==> src/rtl/mips_pkg.sv <==
// rtl/mips_pkg.sv - shared encodings for the MIPS pipeline hazard controller
// Purpose: FSM state encoding for the mul/div occupancy tracker and the
//          architectural zero-register address.
// Contents: md_state_e (ST_RUN=1'b0, ST_MD_WAIT=1'b1), REG_ZERO (5'd0)
package mips_pkg;

  typedef enum logic {
    ST_RUN     = 1'b0,
    ST_MD_WAIT = 1'b1
  } md_state_e;

  localparam logic [4:0] REG_ZERO = 5'd0;

endpackage

==> src/rtl/md_occupancy_cnt.sv <==
// rtl/md_occupancy_cnt.sv - remaining-cycle counter for a mul/div occupying EX
// Purpose: loadable down-counter that saturates at zero and flags zero.
// Ports:
//   clk      in  1  clock
//   rst      in  1  synchronous reset, active-high (counter -> 0)
//   clr      in  1  abort: counter -> 0
//   load     in  1  load load_val (lower priority than clr)
//   load_val in  W  value to load
//   dec      in  1  decrement by one, holding at 0
//   zero     out 1  counter is 0
module md_occupancy_cnt #(
  parameter int W = 5
) (
  input  logic         clk,
  input  logic         rst,
  input  logic         clr,
  input  logic         load,
  input  logic [W-1:0] load_val,
  input  logic         dec,
  output logic         zero
);

  logic [W-1:0] cnt;

  always_ff @(posedge clk) begin
    if (rst || clr) begin
      cnt <= '0;
    end else if (load) begin
      cnt <= load_val;
    end else if (dec && (cnt != '0)) begin
      cnt <= cnt - W'(1);
    end
  end

  assign zero = (cnt == '0);

endmodule

==> src/rtl/pipeline_hazard_ctrl.sv <==
// rtl/pipeline_hazard_ctrl.sv - En/Clr sequencing of the 5-stage MIPS pipeline registers
// Purpose: resolves load-use stalls, taken-branch and jump flushes, mul/div
//          occupancy of EX and data-memory wait freezes into pipeline-register
//          enable/clear controls. Outputs are combinational from state + inputs.
// Optional feature: HAZARD_PERF_EN adds stall_cnt / flush_cnt event counters.
// Ports:
//   clk, rst                 in   clock, synchronous active-high reset
//   ID_rs, ID_rt             in   AW  source registers of the ID instruction
//   ID_useRs, ID_useRt       in   1   ID instruction really reads rs / rt
//   ID_jump                  in   1   ID instruction is J/JAL/JR
//   EX_memRead, EX_wAddr     in   load flag / destination of the EX instruction
//   EX_mdStart               in   1   EX instruction is mul/div
//   MEM_brTaken              in   1   branch in MEM is taken
//   MEM_dReq, MEM_dReady     in   1   data-memory request / completion
//   PC_En                    out  1   PC load enable
//   IF_En/IF_Clr, ID_En/ID_Clr, EX_En/EX_Clr  out  pipeline register controls
//   MEM_En                   out  1   MEM/WB enable
//   MD_busy, MD_done         out  1   mul/div in progress / result valid pulse
//   stall_cnt, flush_cnt     out  32  (HAZARD_PERF_EN only) event counters
module pipeline_hazard_ctrl
  import mips_pkg::*;
#(
  parameter int MULDIV_CYCLES = 32,
  parameter int AW            = 5
) (
  input  logic          clk,
  input  logic          rst,
  input  logic [AW-1:0] ID_rs,
  input  logic [AW-1:0] ID_rt,
  input  logic          ID_useRs,
  input  logic          ID_useRt,
  input  logic          ID_jump,
  input  logic          EX_memRead,
  input  logic [AW-1:0] EX_wAddr,
  input  logic          EX_mdStart,
  input  logic          MEM_brTaken,
  input  logic          MEM_dReq,
  input  logic          MEM_dReady,
  output logic          PC_En,
  output logic          IF_En,
  output logic          IF_Clr,
  output logic          ID_En,
  output logic          ID_Clr,
  output logic          EX_En,
  output logic          EX_Clr,
  output logic          MEM_En,
  output logic          MD_busy,
  output logic          MD_done
`ifdef HAZARD_PERF_EN
  ,
  output logic [31:0]   stall_cnt,
  output logic [31:0]   flush_cnt
`endif
);

  localparam int            CW      = $clog2(MULDIV_CYCLES);
  // The start cycle and the final (done) cycle are not counted, hence -2.
  localparam logic [CW-1:0] MD_LOAD = CW'(MULDIV_CYCLES - 2);

  md_state_e state;
  logic      cnt_zero;
  logic      memfrz;
  logic      lduse;
  logic      mdstl;
  logic      md_launch;
  logic      in_wait;

  assign in_wait = (state == ST_MD_WAIT);
  assign memfrz  = MEM_dReq & ~MEM_dReady;
  assign lduse   = EX_memRead & (EX_wAddr != AW'(REG_ZERO)) &
                   ((ID_useRs & (ID_rs == EX_wAddr)) | (ID_useRt & (ID_rt == EX_wAddr)));
  assign mdstl   = (~in_wait & EX_mdStart) | (in_wait & ~cnt_zero);

  // A new mul/div only starts when neither a freeze nor a branch abort overrides it.
  assign md_launch = ~memfrz & ~MEM_brTaken & ~in_wait & EX_mdStart;

  md_occupancy_cnt #(.W(CW)) u_md_cnt (
    .clk      (clk),
    .rst      (rst),
    .clr      (~memfrz & MEM_brTaken),
    .load     (md_launch),
    .load_val (MD_LOAD),
    .dec      (in_wait),
    .zero     (cnt_zero)
  );

  // A freeze holds state even at cnt==0, which is what withholds MD_done.
  always_ff @(posedge clk) begin
    if (rst) begin
      state <= ST_RUN;
    end else if (memfrz) begin
      state <= state;
    end else if (MEM_brTaken) begin
      state <= ST_RUN;
    end else if (md_launch) begin
      state <= ST_MD_WAIT;
    end else if (in_wait && cnt_zero) begin
      state <= ST_RUN;
    end
  end

  always_comb begin
    PC_En   = 1'b1;
    IF_En   = 1'b1;
    ID_En   = 1'b1;
    EX_En   = 1'b1;
    MEM_En  = 1'b1;
    IF_Clr  = 1'b0;
    ID_Clr  = 1'b0;
    EX_Clr  = 1'b0;
    MD_busy = ~rst & in_wait;
    MD_done = ~rst & in_wait & cnt_zero & ~memfrz & ~MEM_brTaken;
    if (rst) begin
      IF_Clr = 1'b1;
      ID_Clr = 1'b1;
      EX_Clr = 1'b1;
    end else if (memfrz) begin
      PC_En  = 1'b0;
      IF_En  = 1'b0;
      ID_En  = 1'b0;
      EX_En  = 1'b0;
      MEM_En = 1'b0;
    end else if (MEM_brTaken) begin
      IF_Clr = 1'b1;
      ID_Clr = 1'b1;
      EX_Clr = 1'b1;
    end else if (mdstl) begin
      // EX is held in place; a bubble goes forward into MEM.
      PC_En  = 1'b0;
      IF_En  = 1'b0;
      ID_En  = 1'b0;
      EX_Clr = 1'b1;
    end else if (lduse) begin
      // Load advances; a bubble goes into EX while IF/ID hold.
      PC_En  = 1'b0;
      IF_En  = 1'b0;
      ID_Clr = 1'b1;
    end else if (ID_jump) begin
      IF_Clr = 1'b1;
    end
  end

`ifdef HAZARD_PERF_EN
  logic stall_fire;
  logic flush_fire;

  assign stall_fire = ~rst & (memfrz | (~MEM_brTaken & (mdstl | lduse)));
  assign flush_fire = ~rst & ~memfrz & (MEM_brTaken | (~mdstl & ~lduse & ID_jump));

  always_ff @(posedge clk) begin
    if (rst) begin
      stall_cnt <= 32'd0;
      flush_cnt <= 32'd0;
    end else begin
      if (stall_fire) stall_cnt <= stall_cnt + 32'd1;
      if (flush_fire) flush_cnt <= flush_cnt + 32'd1;
    end
  end
`endif

endmodule

==> config.mk <==
export PLATFORM = sky130hd
export DESIGN_NAME = pipeline_hazard_ctrl
export DESIGN_NICKNAME = d
export VERILOG_FILES = /design/src/rtl/mips_pkg.sv /design/src/rtl/md_occupancy_cnt.sv /design/src/rtl/pipeline_hazard_ctrl.sv
export SDC_FILE = /design/constraint.sdc
export NUM_CORES = 1
export LEC_CHECK = 0
export BUFFER_PORTS_ARGS = -buffer_cell sky130_fd_sc_hd__buf_2
export CAP_MARGIN = 5
export CORE_UTILIZATION = 32
export DETAILED_ROUTE_END_ITERATION = 8
export GPL_TIMING_DRIVEN = 1
export PLACE_DENSITY = 0.69
export SETUP_SLACK_MARGIN = 0.5
export SYNTH_ARGS = -nofsm -noshare
export SYNTH_HDL_FRONTEND = slang
export SYNTH_SLANG_ARGS = --single-unit
export TNS_END_PERCENT = 100
==> constraint.sdc <==
create_clock -name clk -period 1.7 [get_ports clk]
set_clock_uncertainty 0.15 [all_clocks]
set_input_delay 0.255 -clock clk [delete_from_list [all_inputs] [get_ports clk]]
set_output_delay 0.255 -clock clk [all_outputs]
set_load 0.02 [all_outputs]
# Word-level counts from Yosys, hierarchy flattened
# Index checks and enable logic that the tools add are counted.
# Widths: inputs -> output; s select.
# word_totals
regBits	6
output_inout_bits	10
inputBits	25
# classes
mux	31
n_eq_ne	2
add_sub_neg	1
reduce_logical	10
n_bitwise	23
# op_table
operator	n
$mux 1	29
$and 1x1->1	15
$eq 5x5->1	2
$mux 5	2
$reduce_bool 5->1	2
$not 1->1	6
$logic_not 5->1	1
$sub 5x1->5 const B	1
$reduce_bool 3->1	1
$logic_and 1x1->1	2
$or 1x1->1	2
$reduce_and 2->1	1
$reduce_bool 2->1	1
$reduce_or 2->1	1
$logic_or 1x1->1	1

# Depth between registers and ports, before layout
# depth
depth_word	9
depth_mapped	8
depth_no_buf	7

# Cells and area by module
# From an unflattened synthesis, not the netlist that was laid out.
# hier_totals
hier_cells	86
hier_area_um2	630.6
# by_module_without_submodules
module	area_each_um2	instances	cells_each
pipeline_hazard_ctrl	320.3	1	48
md_occupancy_cnt	310.3	1	38

# Worst setup path before layout
# Ideal clock, no wire load.
# synth_timing
path_type	reg-to-output
from	register u_md_cnt.cnt[0]
to	output port PC_En
path_stages_with_launch	8
t_arrival_ns	1.813
t_required_ns	1.295
setup_slack_ns	-0.518
cell_sequence	dfxtp_1 -> inv_1 -> ha_1 -> or4b_4 -> nand2_1 -> a31oi_1 -> a21oi_1 -> buf_4
# synth_between
elab_chain_len	8
# synth_rtl
element	line	source
start, declared	md_occupancy_cnt.sv:23	logic [W-1:0] cnt;
start signal, assigned	md_occupancy_cnt.sv:29	cnt <= load_val;
start signal, assigned	md_occupancy_cnt.sv:31	cnt <= cnt - W'(1);
$logic_not 5->1	md_occupancy_cnt.sv:35	assign zero = (cnt == '0);
$not 1->1	pipeline_hazard_ctrl.sv:72	assign mdstl = (~in_wait & EX_mdStart) | (in_wait & ~cnt_zero);
$and 1x1->1	pipeline_hazard_ctrl.sv:72	
$or 1x1->1	pipeline_hazard_ctrl.sv:72	
$mux 1 (4 in a row)	--	
end, declared	pipeline_hazard_ctrl.sv:39	output logic PC_En,
# Every way passes these cells.

# Worst setup path after layout
# layout_timing
from	register u_md_cnt.cnt[0]
to	output port ID_Clr
# layout_between
elab_chain_len	8
# layout_rtl
element	line	source
$logic_not 5->1	md_occupancy_cnt.sv:35	
$not 1->1	pipeline_hazard_ctrl.sv:72	
$and 1x1->1	pipeline_hazard_ctrl.sv:72	
$or 1x1->1	pipeline_hazard_ctrl.sv:72	
$mux 1	pipeline_hazard_ctrl.sv:127	end else if (mdstl) begin
$mux 1	pipeline_hazard_ctrl.sv:123	end else if (MEM_brTaken) begin
$mux 1	pipeline_hazard_ctrl.sv:117	end else if (memfrz) begin
$mux 1	pipeline_hazard_ctrl.sv:113	if (rst) begin
end, declared	pipeline_hazard_ctrl.sv:43	output logic ID_Clr,
# Every way passes these cells.

==> out/qor.txt <==
die height -> 43.7 um
Hold Path Class -> input port to register
clock sinks -> 6
RSZ-0062 raised after global routing -> yes
fmax -> 0.452 GHz
Routed Antenna Nets -> 0
finished layout cell area -> 998 um2
worst setup margin -> -511 ps
I/O pins -> 35
maximum root-to-sink buffer count -> 2
nets -> 146
Cells after Synth -> 70
crit start category -> register
pin count of the biggest net entering global routing -> 9
Die ar. -> 0.00191 mm2
RePlAce Congestion -> 0.775
TritonCTS clock tree -> built
Slew Viols, Final -> 0
critical path class -> register to primary output
CTS H-tree depth -> 1
clk_lat worst skew -> 250 ps
reg2reg path depth -> 7
vias -> 665
setup TNS -> -3440 ps
vias in the first global route -> 631
Pwr Density -> 509 mW/mm2
initial core utilization -> 35.7%
tightest hold margin -> 133 ps
r2r setup slk -> -70 ps
status -> finished, violations left
antenna violations before repair -> 0
# fillers -> 141
std cell rows -> 14
synthesized area -> 557 um2
Worst R2R Start -> u_md_cnt.cnt[0]
placed instance area -> 862 um2
crit end category -> primary output
first-pass GRT wire length -> 2470 um
P_leak -> 0.449 nW
Clk pin slew, worst setup/hold paths -> 40 ps
critical path arrival -> 1810 ps
failing checks -> DRC, setup timing
Final period util -> 130%
Met1 Wirelength -> 577 um
Area Growth Syn to Fin -> 79.3%
PortBufs -> 34
CORE AREA -> 0.00156 mm2
Post-DP HPWL -> 1230 um
First-pass DRT Iterations -> 6
Max FO, Critical Path -> 3
Worst-Margin Slew -> 422 ps
average cell area after synthesis -> 7.95 um2
gr usage total -> 17.6%
Syn Nets -> 97
Vias per Instance -> 5.00
Final Hold Fails -> 0
Routed met3 length -> 140 um
Die X -> 43.7 um
layout cells sized above 1 -> 62.4%
ANT cells -> 0
Critical Path Sink -> ID_Clr
routed length per instance -> 11.7 um
Rel. slew slack -> 71.9%
final WL -> 1560 um
fin cells -> 133
Yosys reg bits -> 6
final setup fails -> 11
grt total ovfl -> 0
worst vdd ir -> 530 uV
Finished Core Util -> 64.0%
met2 WL -> 828 um
Max-Cap Viols -> 0
Crit path required time -> 1290 ps
part of the Yosys area used for sequential elements -> 21.6%
top layer reached by signal wires -> met4
DR DRC count -> 4
Cells after DPL -> 128
clock root buffer -> clkbuf_4
crit path from -> u_md_cnt.cnt[0]
DR iter-0 viols -> 5
Critical R2R Capture -> u_md_cnt.cnt[4]
min Tclk post-route -> 2210 ps
Synth cell types -> 29
CTS Buf Count -> 3
Yosys Warn Count -> 0
-- how the worst min path moves through the flow --
stage                          to  slack (ps)    start  cells past startpoint
after CTS                 in_wait         140      rst                      2
after global routing      in_wait         150      rst                      2
after global placement    in_wait         370  in_wait                      2
final                     in_wait         130      rst                      2
after floorplan           in_wait         170      rst                      1
after detailed placement  in_wait         380  in_wait                      2
-- registers in the layout (all words and copies together), names as in the netlist --
register	flops
in_wait	1
u_md_cnt.cnt	5
-- placed cells by master, fill, tap and decap left out, drive strengths merged, types with 2 or more instances in the layout --
cell type / n
buf: 47
nor2: 3
inv: 3
nand3: 3
o21ai: 3
nor4: 3
xor2: 10
a21oi: 7
nand2: 5
xnor2: 4
dfxtp: 6
nor2b: 2
ha: 2
clkbuf: 3
nand2b: 4
-- cells by family (layout without fill, tap and decap cells) --
kind of cell             count (synthesis)  in the layout  share of synthesized area, %
AO/OA/AOI/OAI                           15             15                          15.7
flip-flops                               6              6                          21.6
buffers and inverters                    6             53                          6.74
XOR/XNOR                                14             14                          22.0
adder cells (fa/ha/maj)                  2              2                          4.49
AND/OR/NAND/NOR                         27             27                          29.4
-- report_power, final --
group          internal [W]  switching (W)  total [W]
logic              0.000117       0.000106   0.000223
clock network     0.0000798      0.0000515   0.000131
registers          0.000148     0.00000535   0.000153
-- cell usage after synthesis --
| cell | number | area (um2) |
|---|---|---|
| a211oi_1 | 1 | 7.51 |
| a21o_1 | 1 | 7.51 |
| a21oi_1 | 7 | 35.0 |
| a31oi_1 | 1 | 6.26 |
| and2_4 | 1 | 8.76 |
| buf_4 | 2 | 15.0 |
| buf_6 | 1 | 11.3 |
| dfxtp_1 | 6 | 120 |
| ha_1 | 2 | 25.0 |
| inv_1 | 3 | 11.3 |
| nand2_1 | 5 | 18.8 |
| nand2b_1 | 4 | 25.0 |
| nand3_1 | 2 | 10.0 |
| nand3_2 | 1 | 10.0 |
| nor2_1 | 3 | 11.3 |
| nor2b_1 | 2 | 12.5 |
| nor3_1 | 1 | 5.00 |
| nor3b_1 | 1 | 7.51 |
| nor4_1 | 3 | 18.8 |
| nor4b_1 | 1 | 8.76 |
| o21ai_0 | 2 | 10.0 |
| o21ai_1 | 1 | 5.00 |
| o21bai_1 | 1 | 7.51 |
| o31a_1 | 1 | 8.76 |
| or3_1 | 1 | 6.26 |
| or4_1 | 1 | 7.51 |
| or4b_4 | 1 | 13.8 |
| xnor2_1 | 4 | 35.0 |
| xor2_1 | 10 | 87.6 |
-- layout make-up --
cell class	instances	area, um2	share of cell area (%)
flip-flops and latches	6	126	12.7
multi-input cells	58	492	49.2
clock buffers	3	22.5	2.26
repair buffers	47	327	32.7
well taps	16	20.0	2.01
inverters	3	11.3	1.13
-- through the flow --
step / total power (W) / setup slack, ps
2_1_floorplan: 0.000268 / -250
3_5_place_dp: 0.000346 / -361
5_1_grt: 0.000544 / -597
4_1_cts: 0.000498 / -507
3_3_place_gp: 0.000341 / -331
6_report: 0.000508 / -511
-- repair_timing --
item,in CTS,in global routing
cloned,0,0
endpoints found under the setup margin,16,16
endpoints found under the hold margin,0,0
pin swaps,3,5
hold buffers,0,0
gates resized for setup,20,10
buffers inserted,0,2
-- routing by layer --
metal	up-vias	track usage, %
met5	-	0
met4	0	8.13
met3	2	6.25
met2	31	31.3
met1	293	18.3
li1	339	-
-- critical path: stages (launching register included) --
cell     delay [ps]
dfxtp_2         330
inv_2            50
ha_1            130
or4b_4          500
nand2_4         100
a31oi_4         110
inv_2            80
o31a_1          140
buf_6           120
No activity file was read; power rests on OpenSTA's default activity.
